**src/rtl/cic_mc_pkg.sv**
```systemverilog
// Shared types and helpers for the multi-channel CIC decimator.
// Holds the FSM state encoding and accumulator sizing.
package cic_mc_pkg;

  typedef enum logic [1:0] {
    IDLE,
    INT,
    COMB,
    OUT
  } cic_state_e;

  function automatic int cic_acc_width(
    input int in_w,
    input int n,
    input int r_max
  );
    return in_w + n * $clog2(r_max);
  endfunction

endpackage

```
**src/rtl/cic_round_sat.sv**
```systemverilog
// Round half-up, arithmetic right shift and saturate
// a wide CIC accumulator value down to the output width.
module cic_round_sat #(
  parameter int ACC_WIDTH = 40,
  parameter int OUT_WIDTH = 16,
  parameter int SH_W      = $clog2(ACC_WIDTH)
) (
  input  logic signed [ACC_WIDTH-1:0] value,
  input  logic        [SH_W-1:0]      shift,
  output logic signed [OUT_WIDTH-1:0] result
);

  localparam int EW = ACC_WIDTH + 1;

  localparam logic signed [EW-1:0] MAXV =
    {{(EW-OUT_WIDTH+1){1'b0}}, {(OUT_WIDTH-1){1'b1}}};
  localparam logic signed [EW-1:0] MINV =
    {{(EW-OUT_WIDTH+1){1'b1}}, {(OUT_WIDTH-1){1'b0}}};

  logic signed [EW-1:0] ext;
  logic signed [EW-1:0] half;
  logic signed [EW-1:0] sum;
  logic signed [EW-1:0] shifted;

  // one guard bit keeps the rounding add from wrapping
  always_comb begin
    ext  = {value[ACC_WIDTH-1], value};
    half = '0;
    if (shift != '0) begin
      half = EW'(1) << (shift - 1'b1);
    end
    sum     = ext + half;
    shifted = sum >>> shift;
    if (shifted > MAXV) begin
      result = MAXV[OUT_WIDTH-1:0];
    end else if (shifted < MINV) begin
      result = MINV[OUT_WIDTH-1:0];
    end else begin
      result = shifted[OUT_WIDTH-1:0];
    end
  end

endmodule

```
**src/rtl/cic_decimator_mc.sv**
```systemverilog
// Time-multiplexed N-stage CIC decimator serving several interleaved
// channels with runtime ratio/shift and a ready/valid output.
module cic_decimator_mc
  import cic_mc_pkg::*;
#(
  parameter int CHANNELS  = 2,
  parameter int N         = 4,
  parameter int R_MAX     = 64,
  parameter int IN_WIDTH  = 16,
  parameter int OUT_WIDTH = 16,
  localparam int ACC_WIDTH = cic_acc_width(IN_WIDTH, N, R_MAX),
  localparam int R_W  = $clog2(R_MAX) + 1,
  localparam int SH_W = $clog2(ACC_WIDTH),
  localparam int CH_W = (CHANNELS > 1) ? $clog2(CHANNELS) : 1
) (
  input  logic                         clk,
  input  logic                         rst_n,
  input  logic                         cfg_load,
  input  logic [R_W-1:0]               cfg_r,
  input  logic [SH_W-1:0]              cfg_shift,
  output logic                         cfg_err,
  input  logic                         in_valid,
  output logic                         in_ready,
  input  logic [CHANNELS*IN_WIDTH-1:0] in_sample,
  output logic                         out_valid,
  input  logic                         out_ready,
  output logic [CH_W-1:0]              out_channel,
  output logic signed [OUT_WIDTH-1:0]  out_sample
);

  cic_state_e state;

  logic [CH_W-1:0] ch;
  logic [R_W-1:0]  r_q;
  logic [R_W-1:0]  dcnt;
  logic [SH_W-1:0] sh_q;

  logic signed [IN_WIDTH-1:0]  frame_q [CHANNELS];
  logic signed [ACC_WIDTH-1:0] integ   [CHANNELS][N];
  logic signed [ACC_WIDTH-1:0] dly     [CHANNELS][N];

  logic signed [IN_WIDTH-1:0]  xs;
  logic signed [ACC_WIDTH-1:0] x_ext;
  logic signed [ACC_WIDTH-1:0] integ_nxt [N];
  logic signed [ACC_WIDTH-1:0] comb_c    [N+1];
  logic signed [OUT_WIDTH-1:0] rs_out;

  logic last_ch;
  logic last_dec;
  logic cfg_ok;

  assign xs    = frame_q[ch];
  assign x_ext = {{(ACC_WIDTH-IN_WIDTH){xs[IN_WIDTH-1]}}, xs};

  assign last_ch  = (ch == CH_W'(CHANNELS - 1));
  assign last_dec = (dcnt == r_q - R_W'(1));

  assign cfg_ok = (cfg_r >= R_W'(2))
               && (cfg_r <= R_W'(R_MAX))
               && (cfg_shift <= SH_W'(ACC_WIDTH - OUT_WIDTH));

  assign in_ready = rst_n && (state == IDLE) && !cfg_load;

  // integrators read old values of the previous stage
  for (genvar g = 0; g < N; g++) begin : g_int
    if (g == 0) begin : g_first
      assign integ_nxt[g] = integ[ch][g] + x_ext;
    end else begin : g_rest
      assign integ_nxt[g] = integ[ch][g] + integ[ch][g-1];
    end
  end

  assign comb_c[0] = integ[ch][N-1];

  for (genvar g = 0; g < N; g++) begin : g_comb
    assign comb_c[g+1] = comb_c[g] - dly[ch][g];
  end

  cic_round_sat #(
    .ACC_WIDTH (ACC_WIDTH),
    .OUT_WIDTH (OUT_WIDTH),
    .SH_W      (SH_W)
  ) u_round_sat (
    .value  (comb_c[N]),
    .shift  (sh_q),
    .result (rs_out)
  );

  always_ff @(posedge clk) begin
    if (!rst_n) begin
      state       <= IDLE;
      ch          <= '0;
      dcnt        <= '0;
      r_q         <= R_W'(R_MAX);
      sh_q        <= SH_W'(N * $clog2(R_MAX));
      cfg_err     <= 1'b0;
      out_valid   <= 1'b0;
      out_channel <= '0;
      out_sample  <= '0;
      for (int c = 0; c < CHANNELS; c++) begin
        frame_q[c] <= '0;
        for (int g = 0; g < N; g++) begin
          integ[c][g] <= '0;
          dly[c][g]   <= '0;
        end
      end
    end else begin
      if (cfg_load) begin
        if (state == IDLE && cfg_ok) begin
          r_q     <= cfg_r;
          sh_q    <= cfg_shift;
          dcnt    <= '0;
          cfg_err <= 1'b0;
          for (int c = 0; c < CHANNELS; c++) begin
            for (int g = 0; g < N; g++) begin
              integ[c][g] <= '0;
              dly[c][g]   <= '0;
            end
          end
        end else begin
          cfg_err <= 1'b1;
        end
      end

      unique case (state)
        IDLE: begin
          if (in_valid && in_ready) begin
            for (int c = 0; c < CHANNELS; c++) begin
              frame_q[c] <= in_sample[c*IN_WIDTH +: IN_WIDTH];
            end
            ch    <= '0;
            state <= INT;
          end
        end
        INT: begin
          for (int g = 0; g < N; g++) begin
            integ[ch][g] <= integ_nxt[g];
          end
          if (last_ch) begin
            ch <= '0;
            if (last_dec) begin
              dcnt  <= '0;
              state <= COMB;
            end else begin
              dcnt  <= dcnt + R_W'(1);
              state <= IDLE;
            end
          end else begin
            ch <= ch + 1'b1;
          end
        end
        COMB: begin
          for (int g = 0; g < N; g++) begin
            dly[ch][g] <= comb_c[g];
          end
          out_sample  <= rs_out;
          out_channel <= ch;
          out_valid   <= 1'b1;
          state       <= OUT;
        end
        OUT: begin
          if (out_ready) begin
            out_valid <= 1'b0;
            if (last_ch) begin
              ch    <= '0;
              state <= IDLE;
            end else begin
              ch    <= ch + 1'b1;
              state <= COMB;
            end
          end
        end
        default: state <= IDLE;
      endcase
    end
  end

endmodule

```
**config.mk**
```make
export PLATFORM = sky130hd
export DESIGN_NAME = cic_decimator_mc
export DESIGN_NICKNAME = d
export VERILOG_FILES = /design/src/rtl/cic_mc_pkg.sv /design/src/rtl/cic_round_sat.sv /design/src/rtl/cic_decimator_mc.sv
export SDC_FILE = /design/constraint.sdc
export NUM_CORES = 2
export LEC_CHECK = 0
export ABC_AREA = 1
export BUFFER_PORTS_ARGS = -buffer_cell sky130_fd_sc_hd__buf_4
export CORE_MARGIN = 4
export CORE_UTILIZATION = 45
export CTS_CLUSTER_DIAMETER = 150
export CTS_CLUSTER_SIZE = 25
export DETAILED_ROUTE_END_ITERATION = 8
export GPL_ROUTABILITY_DRIVEN = 0
export PLACE_DENSITY = 0.63
export SYNTH_ARGS = -nofsm -noshare
export SYNTH_HDL_FRONTEND = slang
export SYNTH_SLANG_ARGS = --single-unit
```
**constraint.sdc**
```tcl
create_clock -name clk -period 11.5 [get_ports clk]
set_input_delay 1.15 -clock clk [delete_from_list [all_inputs] [get_ports clk]]
set_output_delay 1.15 -clock clk [all_outputs]
set_load 0.02 [all_outputs]
```
==> flow_summary_export.csv <==
group,metric,value,unit
finish,stdcell_area,54500,µm²
route,drt_first_iter_violations,2992,
worst_setup_path,cp_max_fo,8,
placed_design,io_buffers,69,
floorplanning,fp.dieW,340,µm
finish,fin_util,0.499,
floorplanning,rows,121,
route,antenna_left,0,
route,wl_per_cell,15.7,µm
synth,synth_area_leader_cell,"edfxtp_1",
synth,ys_async_sr_fraction,0,
worst_setup_path,slowest_stage,"dfxtp_4",
grt,grt_antenna_before_repair,0,
floorplanning,core_area,109000,µm²
clock_tree,insertion_delay,0.60,ns
floorplanning,start_util,0.454,
route,viasPerCell,5.27,
run_status,status,"finished, final reports clean",
clock_tree,htreeDepth,2,
timing,finalCritPeriodShare,0.941,
synth,yosys-top-cells-count,"968 x nand2_1, 938 x nor2_1, 727 x inv_1",
timing,tightest_slew,1.14,ns
synth,synth_cells,5914,
clock_tree,cts_hold_buf,0,
timing,final.setup_skew,0.0486,ns
synth,synth-edff-count,672,
worst_setup_path,startpoint_type,"flop",
synth,syn_area,49600,µm²
finish,diodes,0,
min_path,hold_path_class,"reg2reg",
grt,grt_pass1_wl,189000,µm
timing,timing.final.ws_setup,0.678,ns
clock_tree,cts_made_buffers,35,
worst_setup_path,reg2reg_depth,79,
worst_setup_path,worst-path-buf-inv,15,
flow_run,max_cap_violations,0,
placed_design,hpwl,83300,µm
synth,ys_ff_latch,715,
timing,setup_violations,0,
grt,grt_pass1_vias,37100,
placed_design,dpl_worst_slack,-0.135,ns
synth,synthFlopType,"edfxtp_1",
route,vias,39200,
synth,ys_top_cells_by_area,"edfxtp_1 41%, ha_1 8.9%, nand2_1 7.3%, nor2_1 7.1%, inv_1 5.5%",
synth,ys_types,65,
floorplanning,die_area,116000,µm²
synth,yosysSeqAreaShare,0.424,
timing,max_slew_margin,0.241,
grt,grt_usage,0.194,
synth,ys_warn_count,0,
finish,drive_gt1_frac,0.118,
worst_setup_path,critPathMaxStageDelay,0.41,ns
clock_tree,clock_path_buffers,3,
grt,overflow,0,
clock_tree,cts_tree,"built",
timing,slew_viol_final,0,
finish,instances_no_fill,7436,
timing,fin_crit,10.82,ns
timing,hold_violations,0,
floorplanning,ios,70,
synth,synth_most_common_cell,"nand2_1",
synth,yosysTopAreaCellShare,0.407,
grt,grt_max_degree,84,
worst_setup_path,cp-end-kind,"flop",
finish,final_nets,6360,
worst_setup_path,worst-path-stages,79,
worst_setup_path,crit_arrival,11.31,ns
route,drcViolationCount,0,
clock_tree,clock-sinks,715,
route,drtPass1Iterations,6,
worst_setup_path,cp_top_family,"simple AND/OR/NAND/NOR gates",
min_path,holdPathStages,2,
floorplanning,dieHeight,340,µm
worst_setup_path,worstSetupPathType,"reg2reg",
route,wirelength,117000,µm
worst_setup_path,critical_path_required,11.99,ns
placed_design,dp_cells,7337,
timing,max_freq,92.4,MHz
synth,synth_fp_nets,6327,
worst_setup_path,crit_top_cell,"nand2_2",
synth,syn_avg_cell_area,8.38,µm²
finish,syn2layout_area_growth,9.93,%
placed_design,place_area,51800,µm²
clock_tree,root_buffer,"clkbuf_16",
clock_tree,clk_pin_slew,0.10,ns
-- routing by layer --
layer / wire length, µm / global-route usage / share of wire / vias to the layer above
met1: 55400 / 0.272 / 0.47 / 18300
li1: - / - / - / 20000
met5: 0 / 0 / 0 / -
met2: 55200 / 0.329 / 0.47 / 739
met4: 2070 / 0.0384 / 0.018 / 0
met3: 4420 / 0.0187 / 0.038 / 138
-- final timing paths --
path	slack [ns]	end	from
worst max-delay path	0.68	out_sample[0]	flop
worst min-delay path	0.47	out_sample[15]	out_sample[15]
worst max register to register	0.68	out_sample[0]	flop
worst min register to register	0.47	out_sample[15]	out_sample[15]
-- layout make-up --
cell class                 instances  area (µm²)
multi-input combinational       4278       26400
inverter                         737        2770
timing repair buffer             180        1440
fill                           10300       54700
clock buffer                      45         913
tap                             1476        1850
sequential                       715       21000
clock inverter                     5        67.6
-- cell families after synthesis --
kind of cell / Yosys count / share of synthesized area
AND/OR/NAND/NOR: 2405 / 0.200
adder cells (fa/ha/maj): 363 / 0.0930
multiplexers: 296 / 0.0634
XOR/XNOR: 199 / 0.0352
buffers and inverters: 922 / 0.0705
AO/OA/AOI/OAI: 1014 / 0.113
flip-flops: 715 / 0.424
-- worst min-delay path, delay by kind of cell (launching register included) --
family | cells | cell delay, ns
AO/OA/AOI/OAI | 1 | 0.06
AND/OR/NAND/NOR | 1 | 0.06
flip-flops | 1 | 0.32
-- state kept, by name (all words and copies together) (netlist names), 2 cells and up, named ones only --
| name | flops |
|---|---|
| r_q | 7 |
| sh_q | 6 |
| dcnt | 7 |
| dly | 320 |
| state | 2 |
| frame_q | 32 |
| integ | 320 |
| out_sample | 16 |
-- metrics by stage --
stage               hold WS (ns)  TNS [ns]
floorplan                  0.465         0
global placement           0.453         0
detailed placement         0.456     -1.69
CTS                        0.472         0
global route               0.511     -1.28
finish                     0.472         0
-- what timing repair did --
| item | CTS | global route |
|---|---|---|
| setup endpoints to repair | 15 | 16 |
| pin swaps | 1 | 90 |
| resized for setup | 2 | 279 |
| cloned | 0 | 3 |
| setup buffers | 2 | 44 |
-- cells in the final DEF, fill, tap and decap left out, types with 30 or more instances in the layout --
cell type	Yosys	layout
a21oi_1	461	428
a21oi_2	1	30
a31oi_1	47	40
buf_4	1	172
clkbuf_16	0	37
dfxtp_1	43	41
edfxtp_1	672	672
ha_1	354	322
inv_1	727	719
mux2_2	139	138
mux2i_1	156	155
nand2_1	968	930
nand2_2	12	42
nand3_1	279	270
nand4_1	30	30
nor2_1	938	922
nor3_1	65	64
o21ai_0	289	259
o21ai_1	53	67
or2_2	70	70
xnor2_1	62	43
xor2_1	137	111
Power is left out: the tool's default activity adds up to more than one toggle a clock period on the data nets, which glitch-free logic cannot reach.
